<file path="src/rtl/uart_mmio_ctrl.sv">
// uart_mmio_ctrl: memory-mapped UART front end. It sits between the CPU data
// port and the async_receiver/async_transmitter pair.
//   DATA   (addr_i[2]=0): a read pops an RX byte, a write pushes a TX byte.
//   STATUS (addr_i[2]=1): {irq_en, 0, overrun, rx_not_empty, tx_not_full}.
// Optional feature macro UART_IRQ_EN adds an irq-enable register (STATUS bit4)
// and a registered interrupt output. Without the macro uart_int_o is tied to 0.
//
// TX drain FSM:
//   state     | meaning
//   S_IDLE    | waiting for a queued byte and an idle transmitter
//   S_START   | tx_start_o high for this single cycle
//   S_WAIT_HI | waiting up to 4 cycles for tx_busy_i to rise
//   S_WAIT_LO | frame in flight, waiting for tx_busy_i to fall
module uart_mmio_ctrl #(
   parameter int RX_DEPTH = 8,
   parameter int TX_DEPTH = 8
) (
   input  logic        clk,
   input  logic        rst,
   input  logic        ce_i,
   input  logic        we_i,
   input  logic [31:0] addr_i,
   input  logic [3:0]  sel_i,
   input  logic [31:0] data_i,
   output logic [31:0] data_o,
   input  logic [7:0]  rx_data_i,
   input  logic        rx_ready_i,
   output logic        rx_clear_o,
   input  logic        tx_busy_i,
   output logic        tx_start_o,
   output logic [7:0]  tx_data_o,
   output logic        uart_int_o
);

   localparam int RX_AW = $clog2(RX_DEPTH);
   localparam int RX_CW = RX_AW + 1;
   localparam int TX_AW = $clog2(TX_DEPTH);
   localparam int TX_CW = TX_AW + 1;

   typedef enum logic [1:0] {S_IDLE, S_START, S_WAIT_HI, S_WAIT_LO} tx_state_t;

   logic [7:0]       rx_mem [RX_DEPTH];
   logic [RX_AW-1:0] rx_wr_ptr, rx_rd_ptr;
   logic [RX_CW-1:0] rx_count;
   logic             rx_ovr;

   logic [7:0]       tx_mem [TX_DEPTH];
   logic [TX_AW-1:0] tx_wr_ptr, tx_rd_ptr;
   logic [TX_CW-1:0] tx_count;

   tx_state_t        tx_state;
   logic [1:0]       hi_timer;
   logic             irq_en;

   logic rd_data, rd_stat, wr_data, wr_stat;
   logic rx_ne, rx_full, tx_ne, tx_full;
   logic rx_cap, rx_push, rx_pop, tx_push, tx_pop;
   logic unused_bits;

   assign rd_data = ce_i & ~we_i & ~addr_i[2];
   assign rd_stat = ce_i & ~we_i &  addr_i[2];
   assign wr_data = ce_i &  we_i & ~addr_i[2] & sel_i[0];
   assign wr_stat = ce_i &  we_i &  addr_i[2] & sel_i[0];

   assign rx_ne   = (rx_count != '0);
   assign rx_full = (rx_count == RX_CW'(RX_DEPTH));
   assign tx_ne   = (tx_count != '0);
   assign tx_full = (tx_count == TX_CW'(TX_DEPTH));

   // A byte is taken only on the first cycle of rx_ready_i; the clear pulse
   // masks the following cycle. A full FIFO still accepts if a pop frees a slot.
   assign rx_cap  = rx_ready_i & ~rx_clear_o;
   assign rx_pop  = rd_data & rx_ne;
   assign rx_push = rx_cap & (~rx_full | rx_pop);
   assign tx_push = wr_data & ~tx_full;
   assign tx_pop  = (tx_state == S_IDLE) & tx_ne & ~tx_busy_i;

   assign unused_bits = ^{addr_i[31:3], addr_i[1:0], sel_i[3:1], data_i[31:8], wr_stat};

   // Combinational read mux; nothing is driven unless this is a read cycle.
   always_comb begin
      data_o = '0;
      if (rd_data && rx_ne)
         data_o[7:0] = rx_mem[rx_rd_ptr];
      else if (rd_stat)
         data_o = {27'b0, irq_en, 1'b0, rx_ovr, rx_ne, ~tx_full};
   end

   // RX FIFO storage (no reset needed, guarded by count).
   always_ff @(posedge clk) begin
      if (rx_push)
         rx_mem[rx_wr_ptr] <= rx_data_i;
   end

   // RX pointers, count, sticky overrun and the receiver clear pulse.
   always_ff @(posedge clk) begin
      if (rst) begin
         rx_wr_ptr  <= '0;
         rx_rd_ptr  <= '0;
         rx_count   <= '0;
         rx_ovr     <= 1'b0;
         rx_clear_o <= 1'b0;
      end else begin
         rx_clear_o <= rx_cap;
         if (rx_push)
            rx_wr_ptr <= rx_wr_ptr + RX_AW'(1);
         if (rx_pop)
            rx_rd_ptr <= rx_rd_ptr + RX_AW'(1);
         if (rx_push && !rx_pop)
            rx_count <= rx_count + RX_CW'(1);
         else if (!rx_push && rx_pop)
            rx_count <= rx_count - RX_CW'(1);
         if (rx_cap && !rx_push)
            rx_ovr <= 1'b1;
         else if (rd_stat)
            rx_ovr <= 1'b0;
      end
   end

   // TX FIFO storage.
   always_ff @(posedge clk) begin
      if (tx_push)
         tx_mem[tx_wr_ptr] <= data_i[7:0];
   end

   // TX pointers and count; CPU push and FSM pop may coincide.
   always_ff @(posedge clk) begin
      if (rst) begin
         tx_wr_ptr <= '0;
         tx_rd_ptr <= '0;
         tx_count  <= '0;
      end else begin
         if (tx_push)
            tx_wr_ptr <= tx_wr_ptr + TX_AW'(1);
         if (tx_pop)
            tx_rd_ptr <= tx_rd_ptr + TX_AW'(1);
         if (tx_push && !tx_pop)
            tx_count <= tx_count + TX_CW'(1);
         else if (!tx_push && tx_pop)
            tx_count <= tx_count - TX_CW'(1);
      end
   end

   // TX drain FSM: one byte per transmitter frame, with a timeout in case
   // the transmitter never reports busy.
   always_ff @(posedge clk) begin
      if (rst) begin
         tx_state   <= S_IDLE;
         tx_start_o <= 1'b0;
         tx_data_o  <= 8'h00;
         hi_timer   <= 2'd0;
      end else begin
         case (tx_state)
            S_IDLE: begin
               if (tx_pop) begin
                  tx_data_o  <= tx_mem[tx_rd_ptr];
                  tx_start_o <= 1'b1;
                  tx_state   <= S_START;
               end
            end
            S_START: begin
               tx_start_o <= 1'b0;
               hi_timer   <= 2'd3;
               tx_state   <= S_WAIT_HI;
            end
            S_WAIT_HI: begin
               if (tx_busy_i)
                  tx_state <= S_WAIT_LO;
               else if (hi_timer == 2'd0)
                  tx_state <= S_IDLE;
               else
                  hi_timer <= hi_timer - 2'd1;
            end
            S_WAIT_LO: begin
               if (!tx_busy_i)
                  tx_state <= S_IDLE;
            end
            default: begin
               tx_start_o <= 1'b0;
               tx_state   <= S_IDLE;
            end
         endcase
      end
   end

`ifdef UART_IRQ_EN
   // Irq enable register and interrupt, one cycle behind RX FIFO occupancy.
   always_ff @(posedge clk) begin
      if (rst) begin
         irq_en     <= 1'b0;
         uart_int_o <= 1'b0;
      end else begin
         if (wr_stat)
            irq_en <= data_i[4];
         uart_int_o <= irq_en & rx_ne;
      end
   end
`else
   assign irq_en     = 1'b0;
   assign uart_int_o = 1'b0;
`endif

endmodule

</file>
<file path="config.mk">
export PLATFORM = sky130hd
export DESIGN_NAME = uart_mmio_ctrl
export DESIGN_NICKNAME = d
export VERILOG_FILES = /design/src/rtl/uart_mmio_ctrl.sv
export SDC_FILE = /design/constraint.sdc
export NUM_CORES = 1
export LEC_CHECK = 0
export BUFFER_PORTS_ARGS = -buffer_cell sky130_fd_sc_hd__buf_2
export CORE_MARGIN = 1.5
export CORE_UTILIZATION = 45
export CTS_CLUSTER_SIZE = 25
export DETAILED_ROUTE_END_ITERATION = 12
export GPL_ROUTABILITY_DRIVEN = 0
export GPL_TIMING_DRIVEN = 0
export PLACE_DENSITY = 0.7
export SLEW_MARGIN = 20
export SYNTH_ARGS = -nofsm -noshare
export SYNTH_HDL_FRONTEND = slang
export SYNTH_SLANG_ARGS = --single-unit
</file>
<file path="constraint.sdc">
create_clock -name clk -period 5 [get_ports clk]
set_input_delay 0.5 -clock clk [delete_from_list [all_inputs] [get_ports clk]]
set_output_delay 0.5 -clock clk [all_outputs]
set_load 0.005 [all_outputs]
</file>
After elaboration in Yosys (flattened, before gate mapping)
Memory sizes are Yosys's and may differ from the RTL's. A register that Yosys moved wholly into a read port is not among the register bits.
Index checks and enable logic that the tools add are counted.

word-level totals
  register bits = 27
  RAM bits = 128
  bits of input ports = 82
  output and inout bits = 43
  logic and storage cells = 99
  memories = 2

memories
  memory  depth  width  read ports  clocked after Yosys merged registers in  wr ports  RTL line  source
  rx_mem  8      8      1           1                                        1         42        logic [7:0] rx_mem [RX_DEPTH];
  tx_mem  8      8      1           1                                        1         47        logic [7:0] tx_mem [TX_DEPTH];

operators by class
  add/subtract/negate cells = 9
  eq/ne operators = 10
  muxes and demuxes = 25
  bitwise operators = 19
  reductions and logical operators = 23

operators with widths
  kind                                                                 count
  24-bit two-way mux                                                   1
  4-bit two-way mux                                                    4
  3-bit by 1-bit adder with 3-bit output (second input constant)       4
  1-bit AND                                                            12
  2-bit two-way mux                                                    6
  2-bit nonzero test                                                   5
  3-bit two-way mux                                                    3
  4-bit by 1-bit adder with 4-bit output (second input constant)       2
  4-bit equality test (second input constant)                          2
  8-bit two-way mux                                                    1
  2-bit inequality test (second input constant)                        4
  2-bit one-hot mux with 4 select lines                                1
  4-bit nonzero test                                                   2
  4-bit by 1-bit subtractor with 4-bit output (second input constant)  2
  1-bit two-way mux                                                    7
  1-bit logical AND                                                    6
  1-bit inverter                                                       6
  3-bit AND reduction                                                  2
  2-bit equality test (second input constant)                          2
  1-bit logical NOT                                                    4
  2-bit logical NOT                                                    2
  2-bit one-hot mux with 2 select lines                                1
  2-bit AND reduction                                                  2
  3-bit inequality test (second input constant)                        1
  4 further kinds                                                      4

Logic depth before layout (Yosys ltp)
  depth in word-level cells = 10
  gate-level depth with buffers = 11
  mapped depth without buffers = 11

Least setup slack after synthesis
OpenSTA, ideal clock, no wires.

  path type = input to register
  start point = in we_i
  end point = reg rx_count[3]
  library setup time = 0.121 ns
  data arrival time = 2.479 ns
  required time = 4.879 ns
  path slack = 2.400 ns
  cell stages on the path = 10
  buffers on the path = 1
  cells stage by stage = or3b_1 > nand2b_1 > buf_6 > ha_1 > inv_1 > ha_1 > a21oi_1 > a211oi_1 > a31oi_1 > mux2_2

on the way
  longest elaborated chain between the ends = 9
  elaborated cells on any way between the ends = 12
  classes of those cells = 1 x mux; 6 x bitwise; 5 x reduce/logical

RTL lines
  item                          RTL line  source
  start: declaration            21        input logic we_i,
  1-bit inverter (*)            60        assign rd_data = ce_i & ~we_i & ~addr_i[2];
  1-bit AND (*) (2 in series)   60
  1-bit AND (*)                 73        assign rx_pop = rd_data & rx_ne;
  1-bit bitwise OR              74        assign rx_push = rx_cap & (~rx_full | rx_pop);
  1-bit AND                     74
  1-bit logical NOT             111       else if (!rx_push && rx_pop)
  1-bit logical AND             111
  2-bit nonzero test (no line)  n/a
  end signal: assignment        110       rx_count <= rx_count + RX_CW'(1);
  end signal: assignment        112       rx_count <= rx_count - RX_CW'(1);
  end: declaration              44        logic [RX_CW-1:0] rx_count;

Mark *: on every way between the ends. The rest lies on a longest branch, timed or not.
A chain may end at the register's enable or synchronous reset.

Final worst setup path
  start point = reg tx_count[0]
  end point = reg tx_count[3]

on the way
  longest elaborated chain between the ends = 6
  elaborated cells on any way between the ends = 15
  classes of those cells = 2 x add/sub; 1 x eq/ne; 2 x mux; 4 x bitwise; 6 x reduce/logical

RTL lines
  item                          RTL line  source
  start: declaration            49        logic [TX_CW-1:0] tx_count;
  start signal: assignment      138       tx_count <= tx_count + TX_CW'(1);
  start signal: assignment      140       tx_count <= tx_count - TX_CW'(1);
  4-bit equality test (*)       68        assign tx_full = (tx_count == TX_CW'(TX_DEPTH));
  1-bit inverter (*)            75        assign tx_push = wr_data & ~tx_full;
  1-bit AND (*)                 75
  named net tx_push             57        logic rx_cap, rx_push, rx_pop, tx_push, tx_pop;
  1-bit logical NOT             139       else if (!tx_push && tx_pop)
  1-bit logical AND             139
  2-bit nonzero test (no line)  n/a

The timed path passes the listed nets; every way through them passes the cells marked *. The select of a mux whose other input is x is not followed.

==> results by group <==
Status
  • Outcome: completed

Floorplan
  • DIE WIDTH: 127 um
  • # rows: 44
  • Die outline height: 127 um
  • Top-Level Pins: 125
  • Die area: 0.0160 mm2
  • Core ar.: 0.0147 mm2
  • Initial core utilization: 46.8%

Synthesis
  • Ys Warns: 0
  • Synth area leaders: edfxtp_1, dfxtp_1, mux4_2
  • Post-Synthesis Cells: 430
  • Synth top area share: 55.9%
  • Sequential area share after synthesis: 67.0%
  • Cell taking the most area after synthesis: edfxtp_1
  • Yosys reg bits: 166
  • Netlist cell types: 49
  • Post-synth EDFFs: 128
  • Syn_area_per_cell: 16.0 um2
  • Mapped Area: 0.00687 mm2
  • Main synth FF type: edfxtp_1
  • Ys async rst share: 0%

CTS
  • Later-pin clock latency in the skew report: 430 ps
  • Post-cts resize count: 0
  • Clock transition at path regs: 60 ps
  • CTS tree: built
  • Clock buffer depth: 2
  • TritonCTS buffer count: 17
  • # hold bufs at CTS: 0
  • Root Buffer: clkbuf_16
  • CTS sink count: 166
  • H-tree levels: 4
  • Post-CTS Setup Inserts: 0

Drt
  • Initial detailed-routing violation count: 314
  • DRC: 0
  • WL final: 13300 um
  • Routed WL per cell: 18.4 um
  • Vias per cell: 5.28
  • Via count: 3799
  • First-pass detailed-route iteration total: 4
  • Post-route ant nets: 0

STA
  • Finish-stage setup viols: 0
  • Tmin final: 2790 ps
  • Share of the clock period used by the worst path: 55.7%
  • Worst rel slew slack: 36.5%
  • Hold Violations, Final: 0
  • RSZ-0062 raised after global routing: no
  • Worst Tran Pin Value: 949 ps
  • Clock Skew: 7.13 ps
  • F_max: 359 MHz
  • Final Max Slew Viols: 0
  • Post-route setup slack: 2210 ps
  • Setup TNS: 0 ps

Global routing
  • Gr usage total: 17.7%
  • First-pass GRT wire length: 20900 um
  • Vias in the first global route: 3836
  • Gr ovfl total: 0
  • Antenna violations before repair: 0
  • Largest net degree at the start of global routing: 17

Worst setup path
  • CP Buf/Inv Count: 2
  • Startpoint types: flip-flop
  • Worst-path cell chain: or4b_4, nand3_2, inv_1, ha_1, inv_1, ha_1, a21oi_1, a211oi_1, a31oi_1, mux2_2
  • CP max-delay cell: or4b_4
  • R2R Path Start: tx_count[0]
  • Reg2Reg Depth: 10
  • Worst setup EP type: flip-flop
  • Worst EP arrival: 3110 ps
  • Critical Path Fanout Max: 6
  • Max stage delay on crit path: 580 ps
  • Crit Path Class: flip-flop to flip-flop
  • R2R setup slack: 2210 ps
  • Worst R2R End: tx_count[3]
  • Worst EP required: 5320 ps
  • Largest delay contributor family on the critical path: simple AND/OR/NAND/NOR gates

Placed design
  • # port buffers: 41
  • Post-DP HPWL: 8910 um
  • Place WS: 1910 ps
  • Area after DPL: 0.00751 mm2

Cells and area
  • Final nets: 617
  • # fillers: 1127
  • N_diodes: 0
  • Post-layout instance area: 0.00812 mm2
  • Area grow syn2layout: 18.1%
  • Register area: 0.00460 mm2
  • Multi-input gate area: 0.00209 mm2
  • Fraction of layout cells with a size suffix above 1: 32.9%

Min path
  • Hold Crit Class: input port to flip-flop
  • Worst Hold End: rx_clear_o
  • Hold Crit Start: rx_ready_i
  • WHS Path Cells: 3

Pwr
  • Power Dens Cells: 467 mW/mm2
  • Overall power: 3.79 mW
  • Maximum vdd ir drop: 262 uV
  • Pleak: 2.89 nW

Run
  • Max-Cap Viols: 0
==> power breakdown <==
part | total, mW | switching, mW | internal, mW
Combinational | 0.767 | 0.396 | 0.371
Clock | 1.33 | 0.520 | 0.814
Sequential | 1.69 | 0.0897 | 1.60
Total | 3.79 | 1.01 | 2.78
==> area by class of cell <==
type / instances / share of cell area (%)
inverter: 8 / 0.385
tap: 184 / 2.84
multi-input combinational: 238 / 25.7
sequential: 166 / 56.7
timing repair buffer: 49 / 3.20
buffer: 42 / 3.67
clock buffer: 21 / 5.67
clock inverter: 11 / 1.85
==> synthesized netlist by cell type (all sizes together) (3+ instances only) <==
| master | count |
|---|---|
| nor2 | 42 |
| edfxtp | 128 |
| buf | 36 |
| mux4 | 32 |
| mux2 | 3 |
| o22ai | 8 |
| nor2b | 5 |
| ha | 11 |
| xnor2 | 6 |
| inv | 7 |
| dfxtp | 38 |
| a21oi | 12 |
| mux2i | 12 |
| nand3 | 9 |
| nand2 | 15 |
| xor2 | 5 |
| nor3 | 19 |
| clkbuf | 6 |
| nand2b | 5 |
| nor3b | 3 |
| o21ai | 3 |
==> through the flow <==
step	cells	hold slack (ps)	util [%]
floorplan	454	437	-
global placement	679	445	50.3
global route	719	338	55.2
CTS	719	299	55.2
finish	719	315	55.2
detailed placement	687	458	51.1
==> placed cells by master (no fill, tap or decap), types with 3 or more instances in the layout <==
| master | synthesis | final |
|---|---|---|
| o21ai_0 | 3 | 3 |
| edfxtp_1 | 128 | 128 |
| nand3_2 | 3 | 3 |
| clkbuf_1 | 5 | 7 |
| conb_1 | 1 | 25 |
| nor2_1 | 42 | 42 |
| buf_4 | 26 | 32 |
| buf_2 | 3 | 46 |
| clkinv_4 | 0 | 3 |
| mux2i_1 | 12 | 12 |
| xor2_1 | 4 | 4 |
| nand2_1 | 13 | 13 |
| nor3_2 | 1 | 7 |
| a21oi_1 | 12 | 12 |
| clkbuf_16 | 0 | 17 |
| xnor2_1 | 5 | 5 |
| mux4_2 | 32 | 32 |
| dfxtp_1 | 38 | 38 |
| mux2_2 | 3 | 3 |
| buf_6 | 5 | 5 |
| inv_1 | 6 | 6 |
| nand2b_1 | 5 | 5 |
| nor2b_1 | 5 | 5 |
| ha_1 | 11 | 11 |
| bufinv_16 | 0 | 3 |
| o22ai_1 | 8 | 8 |
| nor3_1 | 18 | 12 |
| nand3_1 | 6 | 6 |
| clkinv_2 | 1 | 3 |
==> cell families (layout without fill, tap and decap cells) <==
family                   Yosys count  after routing  share of synthesized area, %
buffers and inverters             50            131                          4.79
AO/OA/AOI/OAI                     30             30                          2.62
multiplexers                      47             47                          12.7
XOR/XNOR                          11             11                          1.62
AND/OR/NAND/NOR                  112            112                          8.63
adder cells (fa/ha/maj)           13             13                          2.58
other                              1             25                        0.0546
flip-flops                       166            166                          67.0
==> worst max-delay path by stage <==
stage,cells past startpoint,end,startpoint
final,10,tx_count[3],tx_count[0]
after global routing,11,rx_count[3],rx_count[0]
after CTS,10,rx_count[3],rx_count[0]
after detailed placement,12,rx_count[3],addr_i[2]
after global placement,5,rx_mem[2][4],addr_i[2]
after floorplan,10,rx_count[3],we_i
==> tightest hold or removal path: cells and delay by family <==
kind          cells  cell delay [ps]
simple gates      2              120
buf+inv           1               90
==> registers in the layout, indices dropped and copies added, names as in the netlist, 4 cells and up, named ones only <==
signal,flops
rx_count,4
rx_mem,64
tx_count,4
tx_data_o,8
tx_mem,64
==> routing by layer <==
metal / share of wire [%] / vias up / global-route usage [%]
li1: - / 1778 / -
met2: 49 / 117 / 28.5
met5: 0 / - / 0
met1: 44 / 1884 / 23.4
met4: 2.0 / 0 / 8.11
met3: 5.0 / 20 / 3.54
(Power assumes the default switching activity.)
